File: src/rtl/vga_sync_gen.sv
// Pixel/line timing generator: column/row counters with registered VGA sync,
// active-region flags, line/frame start pulses and a completed-frame counter.
module vga_sync_gen #(
  parameter int TOTAL_COLS    = 800,
  parameter int TOTAL_ROWS    = 525,
  parameter int ACTIVE_COLS   = 640,
  parameter int ACTIVE_ROWS   = 480,
  parameter int H_FRONT_PORCH = 16,
  parameter int H_SYNC_WIDTH  = 96,
  parameter int V_FRONT_PORCH = 10,
  parameter int V_SYNC_WIDTH  = 2
) (
  input  logic       i_clk,
  input  logic       i_rst,
  input  logic       i_en,
  output logic       o_hsync,
  output logic       o_vsync,
  output logic [9:0] o_col_count,
  output logic [9:0] o_row_count,
  output logic       o_line_start,
  output logic       o_frame_start,
  output logic [7:0] o_frame_count,
  output logic       o_vga_hs_n,
  output logic       o_vga_vs_n
);

  if (TOTAL_COLS > 1024 || TOTAL_ROWS > 1024 ||
      ACTIVE_COLS + H_FRONT_PORCH + H_SYNC_WIDTH >= TOTAL_COLS ||
      ACTIVE_ROWS + V_FRONT_PORCH + V_SYNC_WIDTH >= TOTAL_ROWS) begin : g_bad_params
    $error("vga_sync_gen: illegal timing parameter set");
  end

  localparam logic [9:0]  COL_LAST = 10'(TOTAL_COLS - 1);
  localparam logic [9:0]  ROW_LAST = 10'(TOTAL_ROWS - 1);
  localparam logic [10:0] H_ACT    = 11'(ACTIVE_COLS);
  localparam logic [10:0] V_ACT    = 11'(ACTIVE_ROWS);
  localparam logic [10:0] HS_START = 11'(ACTIVE_COLS + H_FRONT_PORCH);
  localparam logic [10:0] HS_END   = 11'(ACTIVE_COLS + H_FRONT_PORCH + H_SYNC_WIDTH);
  localparam logic [10:0] VS_START = 11'(ACTIVE_ROWS + V_FRONT_PORCH);
  localparam logic [10:0] VS_END   = 11'(ACTIVE_ROWS + V_FRONT_PORCH + V_SYNC_WIDTH);

  logic [9:0] r_col;
  logic [9:0] r_row;
  logic       r_hsync;
  logic       r_vsync;
  logic       r_line_start;
  logic       r_frame_start;
  logic [7:0] r_frame_count;
  logic       r_vga_hs_n;
  logic       r_vga_vs_n;

  logic        w_col_wrap;
  logic        w_row_wrap;
  logic [9:0]  w_col_next;
  logic [9:0]  w_row_next;
  logic [10:0] w_col_ext;
  logic [10:0] w_row_ext;

  always_comb begin
    w_col_wrap = (r_col == COL_LAST);
    w_row_wrap = (r_row == ROW_LAST);
    w_col_next = w_col_wrap ? '0 : r_col + 10'd1;
    if (w_col_wrap) begin
      w_row_next = w_row_wrap ? '0 : r_row + 10'd1;
    end else begin
      w_row_next = r_row;
    end
    w_col_ext = {1'b0, w_col_next};
    w_row_ext = {1'b0, w_row_next};
  end

  // Decodes use the next counter values so every output lines up with the counts it accompanies.
  always_ff @(posedge i_clk) begin
    if (i_rst) begin
      r_col         <= COL_LAST;
      r_row         <= ROW_LAST;
      r_frame_count <= '0;
      r_hsync       <= 1'b0;
      r_vsync       <= 1'b0;
      r_vga_hs_n    <= 1'b1;
      r_vga_vs_n    <= 1'b1;
      r_line_start  <= 1'b0;
      r_frame_start <= 1'b0;
    end else if (i_en) begin
      r_col         <= w_col_next;
      r_row         <= w_row_next;
      r_hsync       <= (w_col_ext < H_ACT);
      r_vsync       <= (w_row_ext < V_ACT);
      r_vga_hs_n    <= !((w_col_ext >= HS_START) && (w_col_ext < HS_END));
      r_vga_vs_n    <= !((w_row_ext >= VS_START) && (w_row_ext < VS_END));
      r_line_start  <= w_col_wrap;
      r_frame_start <= w_col_wrap && w_row_wrap;
      if (w_col_wrap && w_row_wrap) begin
        r_frame_count <= r_frame_count + 8'd1;
      end
    end else begin
      r_line_start  <= 1'b0;
      r_frame_start <= 1'b0;
    end
  end

  assign o_col_count   = r_col;
  assign o_row_count   = r_row;
  assign o_hsync       = r_hsync;
  assign o_vsync       = r_vsync;
  assign o_line_start  = r_line_start;
  assign o_frame_start = r_frame_start;
  assign o_frame_count = r_frame_count;
  assign o_vga_hs_n    = r_vga_hs_n;
  assign o_vga_vs_n    = r_vga_vs_n;

endmodule

File: config.mk
export PLATFORM = sky130hd
export DESIGN_NAME = vga_sync_gen
export DESIGN_NICKNAME = d
export VERILOG_FILES = /design/src/rtl/vga_sync_gen.sv
export SDC_FILE = /design/constraint.sdc
export NUM_CORES = 1
export LEC_CHECK = 0
export CAP_MARGIN = 20
export CORE_ASPECT_RATIO = 0.9
export CORE_MARGIN = 3
export CORE_UTILIZATION = 35
export CTS_CLUSTER_DIAMETER = 200
export DETAILED_ROUTE_END_ITERATION = 8
export PLACE_DENSITY = 0.68
export SYNTH_ARGS = -nofsm -noshare
export SYNTH_HDL_FRONTEND = slang
export SYNTH_SLANG_ARGS = --single-unit
File: constraint.sdc
create_clock -name i_clk -period 2.5 [get_ports i_clk]
set_clock_uncertainty 0.1 [all_clocks]
set_input_delay 0.5 -clock i_clk [delete_from_list [all_inputs] [get_ports i_clk]]
set_output_delay 0.5 -clock i_clk [all_outputs]
set_load 0.02 [all_outputs]
# --- After elaboration in Yosys (flattened, before gate mapping) ---
# Cells that the tools add are included.
classes:
  bitwise_logic: 1
  n_mux: 3
  n_reduce_logical: 7
  multipliers: 0
  eq_ne: 2
  magnitude_cmp: 6
  div_mod_pow: 0
  addsub: 3
  shifts: 0
op_table:
  columns: ["cell", "count"]
  rows:
  - ["$mux 10", 3]
  - ["$add 10x1->10 const B", 2]
  - ["$eq 10x10->1 const B", 2]
  - ["$lt 10x10->1 const B", 2]
  - ["$lt 10x9->1 const B", 2]
  - ["$ge 10x10->1 const B", 1]
  - ["$ge 10x9->1 const B", 1]
  - ["$add 8x1->8 const B", 1]
  - ["$logic_and 1x1->1", 3]
  - ["$logic_not 1->1", 2]
  - ["$reduce_and 2->1", 1]
  - ["$reduce_or 2->1", 1]
  - ["$not 1->1", 1]
totals:
  mem_bits_rw: 0
  n_memories: 0
  reg_bits: 34
  rom_bits: 0
  out_inout_bits: 34
  latch_bits: 0

# --- Longest topological paths before layout ---
logic_depth:
  word_depth: 6
  ltp_mapped: 8
  ltp_nobuf: 8

# --- Worst setup path before layout ---
# Ideal clock, no wire load.
synth_path:
  path_type: "register to register"
  startpoint: "reg r_col[6], in the netlist o_col_count[6]"
  endpoint: "reg r_row[8], in the netlist o_row_count[8]"
  slack_ps: 256
  t_arrival_ps: 2073
  path_buffers: 1
  path_stages_with_launch: 7
  setup_time_ps: 70
  path_cell_list: "dfxtp_1 > buf_2 > or4b_4 > nor3_4 > nand4_2 > or4_1 > a21oi_1"
synth_between:
  elab_chain_cells: 2
synth_lines:
  columns: ["item", "line", "text"]
  rows:
  - ["start: declaration", "42", "logic [9:0] r_col;"]
  - ["start signal: assignment", "85", "r_col <= w_col_next;"]
  - ["$eq 10x10->1", "60", "w_col_wrap = (r_col == COL_LAST);"]
  - ["$mux 10", "63", "if (w_col_wrap) begin"]
  - ["end signal: assignment", "86", "r_row <= w_row_next;"]
  - ["end: declaration", "43", "logic [9:0] r_row;"]
# No other way between the ends.
# A chain may end at the register's enable or synchronous reset.

# --- Worst setup path in the final report ---
layout_path:
  startpoint: "reg r_col[0], in the netlist o_col_count[0]"
  endpoint: "reg r_vsync, in the netlist o_vsync"
layout_between:
  elab_chain_cells: 3
layout_lines:
  columns: ["item", "line", "text"]
  rows:
  - ["$eq 10x10->1", "60", null]
  - ["$mux 10", "63", null]
  - ["$lt 10x9->1", "88", "r_vsync <= (w_row_ext < V_ACT);"]
  - ["end signal: assignment", "88", null]
  - ["end: declaration", "45", "logic r_vsync;"]
# No other way between the ends.

==> metrics <==
setup TNS=0 ps; DR vias=1780; Setup crit end kind=flop; worst hold path class=reg -> reg; worst slew pin tran=358.9 ps; Std-Cell Rows=24; DRC viols=0; count of pins over their slew limit=0; Die Footprint=6166 um^2; pin count of the biggest net entering global routing=24; worst skew pair latency=300 ps; CP Class=reg -> reg; Syn Area/Cell=8.253 um^2; Yosys top cell by area=dfxtp_1; Mapped Area=1841 um^2; status=finished, final reports clean; PortBufs=36; H-tree lvl count=2; TritonRoute pass-1 iters=4; top_reg_cell synth=dfxtp_1; Max FO, Critical Path=7; Final Hold Viols=0; CTS tree=built; clock sink count=34; Post-CTS Hold Buffers=0; Final period util=0.9149; register area share after synthesis=0.3698; vias per std cell=5.313; RSZ-0062 raised after global routing=no; crit start category=flop; Detailed Place HPWL=around 3.2 mm; number of diodes=0; Slew HR=0.7574; net count after synthesis=roughly 230; initial antenna violation count=0; Met3 Wirelength=approximately 230 um; arrival time at the worst endpoint=2390 ps; Max Used Layer=met4; Synth Instances=around 220; global-route wire length before repair=approximately 7.9 mm; initial core utilization=0.3715; hold_sp=o_vsync$_SDFFE_PP0P_; Seq cells post-synth=34; number of flops mapped to enable cells by yosys=0; Die Span X=82.44 um; max_cap viols=0; worst reg2reg path startpoint=o_col_count[0]$_SDFFE_PP1P_; met2 wire len=2.043 mm; most frequent cell after synthesis=dfxtp_1; synth cell count leaders=dfxtp_1, nor2_1, nand2_1; Leakage Power=around 0.96 nW; Fin Hold WS=372.2 ps; grt total ovfl=0; vias in the first global route=approximately 1700; clk root buf=clkbuf_8; drt wl/cell=13.86 um; required time of the critical path=2600 ps; highest clock rate=0.4372 GHz; RD Place Congestion=0.8729; Worst-path clk slew=70 ps; VDD IR max=0.3137 mV; CTS Buffer Depth=2; Final Setup Violations=0; final WL=4.643 mm; Routed Antenna Nets=0; layout cells sized above 1=0.1000; CTS Buf Count=5; synth-to-layout area growth=34.19%; crit path launch=o_col_count[0]$_SDFFE_PP1P_; all-layer global routing usage=0.1667; io pins=37; die height=74.80 um; Power Density=between 600 and 700 nW/um^2; async set or reset register ratio after synthesis=0; share of Yosys cell area claimed by the top area cell type=0.3698; met1 wire length=2.293 mm; drt initial violations=126; Nets=277; min Tclk post-route=2287 ps; Ys Warns=0; top area cells in the synthesized netlist=dfxtp_1, nor2_1, xor2_1; Placeable Area=4955 um^2; unique cell type count in the Yosys netlist=47
## kinds of logic (layout without fill, tap and decap cells)
| group | Yosys count | in the layout | share of synthesized area |
|---|---|---|---|
| xor gates and xnor gates | 18 | 18 | 0.08566 |
| DFF | 34 | 34 | 0.3698 |
| and+or+nand+nor | 104 | 104 | 0.3086 |
| AOI/OAI and AO/OA | 46 | 46 | 0.1638 |
| adders and majority gates | 5 | 5 | 0.03399 |
| buffers and inverters | 16 | 63 | 0.03807 |
## flip-flops by register name, summed over array words and instances (netlist names)
| signal | count |
|---|---|
| o_line_start | 1 |
| o_vga_hs_n | 1 |
| o_col_count | 10 |
| o_row_count | 10 |
| o_vga_vs_n | 1 |
| o_hsync | 1 |
| o_frame_start | 1 |
| o_frame_count | 8 |
| o_vsync | 1 |
## final timing paths
path                                to  depth (start not counted)  slack [ps]
setup / recovery  o_vsync$_SDFFE_PP0P_                          7         210
hold reg to reg   o_vsync$_SDFFE_PP0P_                          2         370
setup reg to reg  o_vsync$_SDFFE_PP0P_                          7         210
hold / removal    o_vsync$_SDFFE_PP0P_                          2         370
## cell type report
class	count	area, um^2
well taps	65	81.33
flip-flops and latches	34	680.7
clock inverters	3	68.82
inverters	6	22.52
clock buffers	5	68.82
fillers	503	2485
repair buffers	49	457.9
multi-input cells	173	1090
## placed cells by master, fill, tap and decap left out, drive strengths merged, types with 3 or more instances in the layout
cell	n
a211o	4
a21oi	15
a31oi	3
and3	6
and4	3
buf	13
clkbuf	5
clkdlybuf4s50	36
dfxtp	34
ha	5
inv	5
nand2	17
nand2b	3
nand3	10
nand4	8
nor2	28
nor3	12
nor4	3
nor4b	3
o21ai	7
o21bai	3
or3	3
xnor2	7
xor2	11
## power breakdown
group	leakage, nW	internal, mW	switching [mW]
logic	0.612	0.164	0.201
registers	0.277	0.570	0.0425
clock network	0.0683	0.400	0.227
total	0.957	1.13	0.471
## worst max-delay path: stages (launching register included)
cell	delay, ps
dfxtp_1	440
ha_1	290
and4_1	270
nand3_1	200
nor4_1	390
xnor2_1	180
a21oi_1	90
o31ai_1	240
## layer usage
metal,vias up,global-route usage
met5,-,0
met4,0,0.06642
met3,6,0.03589
met2,46,0.2562
met1,828,0.2278
li1,900,-
## per-stage QoR
step	utilization	instances	power (mW)	setup WS [ps]	instance area, um^2
floorplan	-	223	0.8374	256.3	1841
global placement	0.4662	324	0.9673	192.1	2310
detailed placement	0.4662	324	0.9738	202.3	2310
finish	0.4985	335	1.604	212.7	2470
global route	0.4985	335	1.675	24.60	2470
CTS	0.4939	332	1.601	176.4	2447
## repair_timing
action | in CTS | in global routing
endpoints found under the hold margin | 0 | 0
resized for setup | 0 | 0
setup endpoints to repair | 0 | 3
setup buffers | 0 | 3
Power figures use the tool's default switching activity.
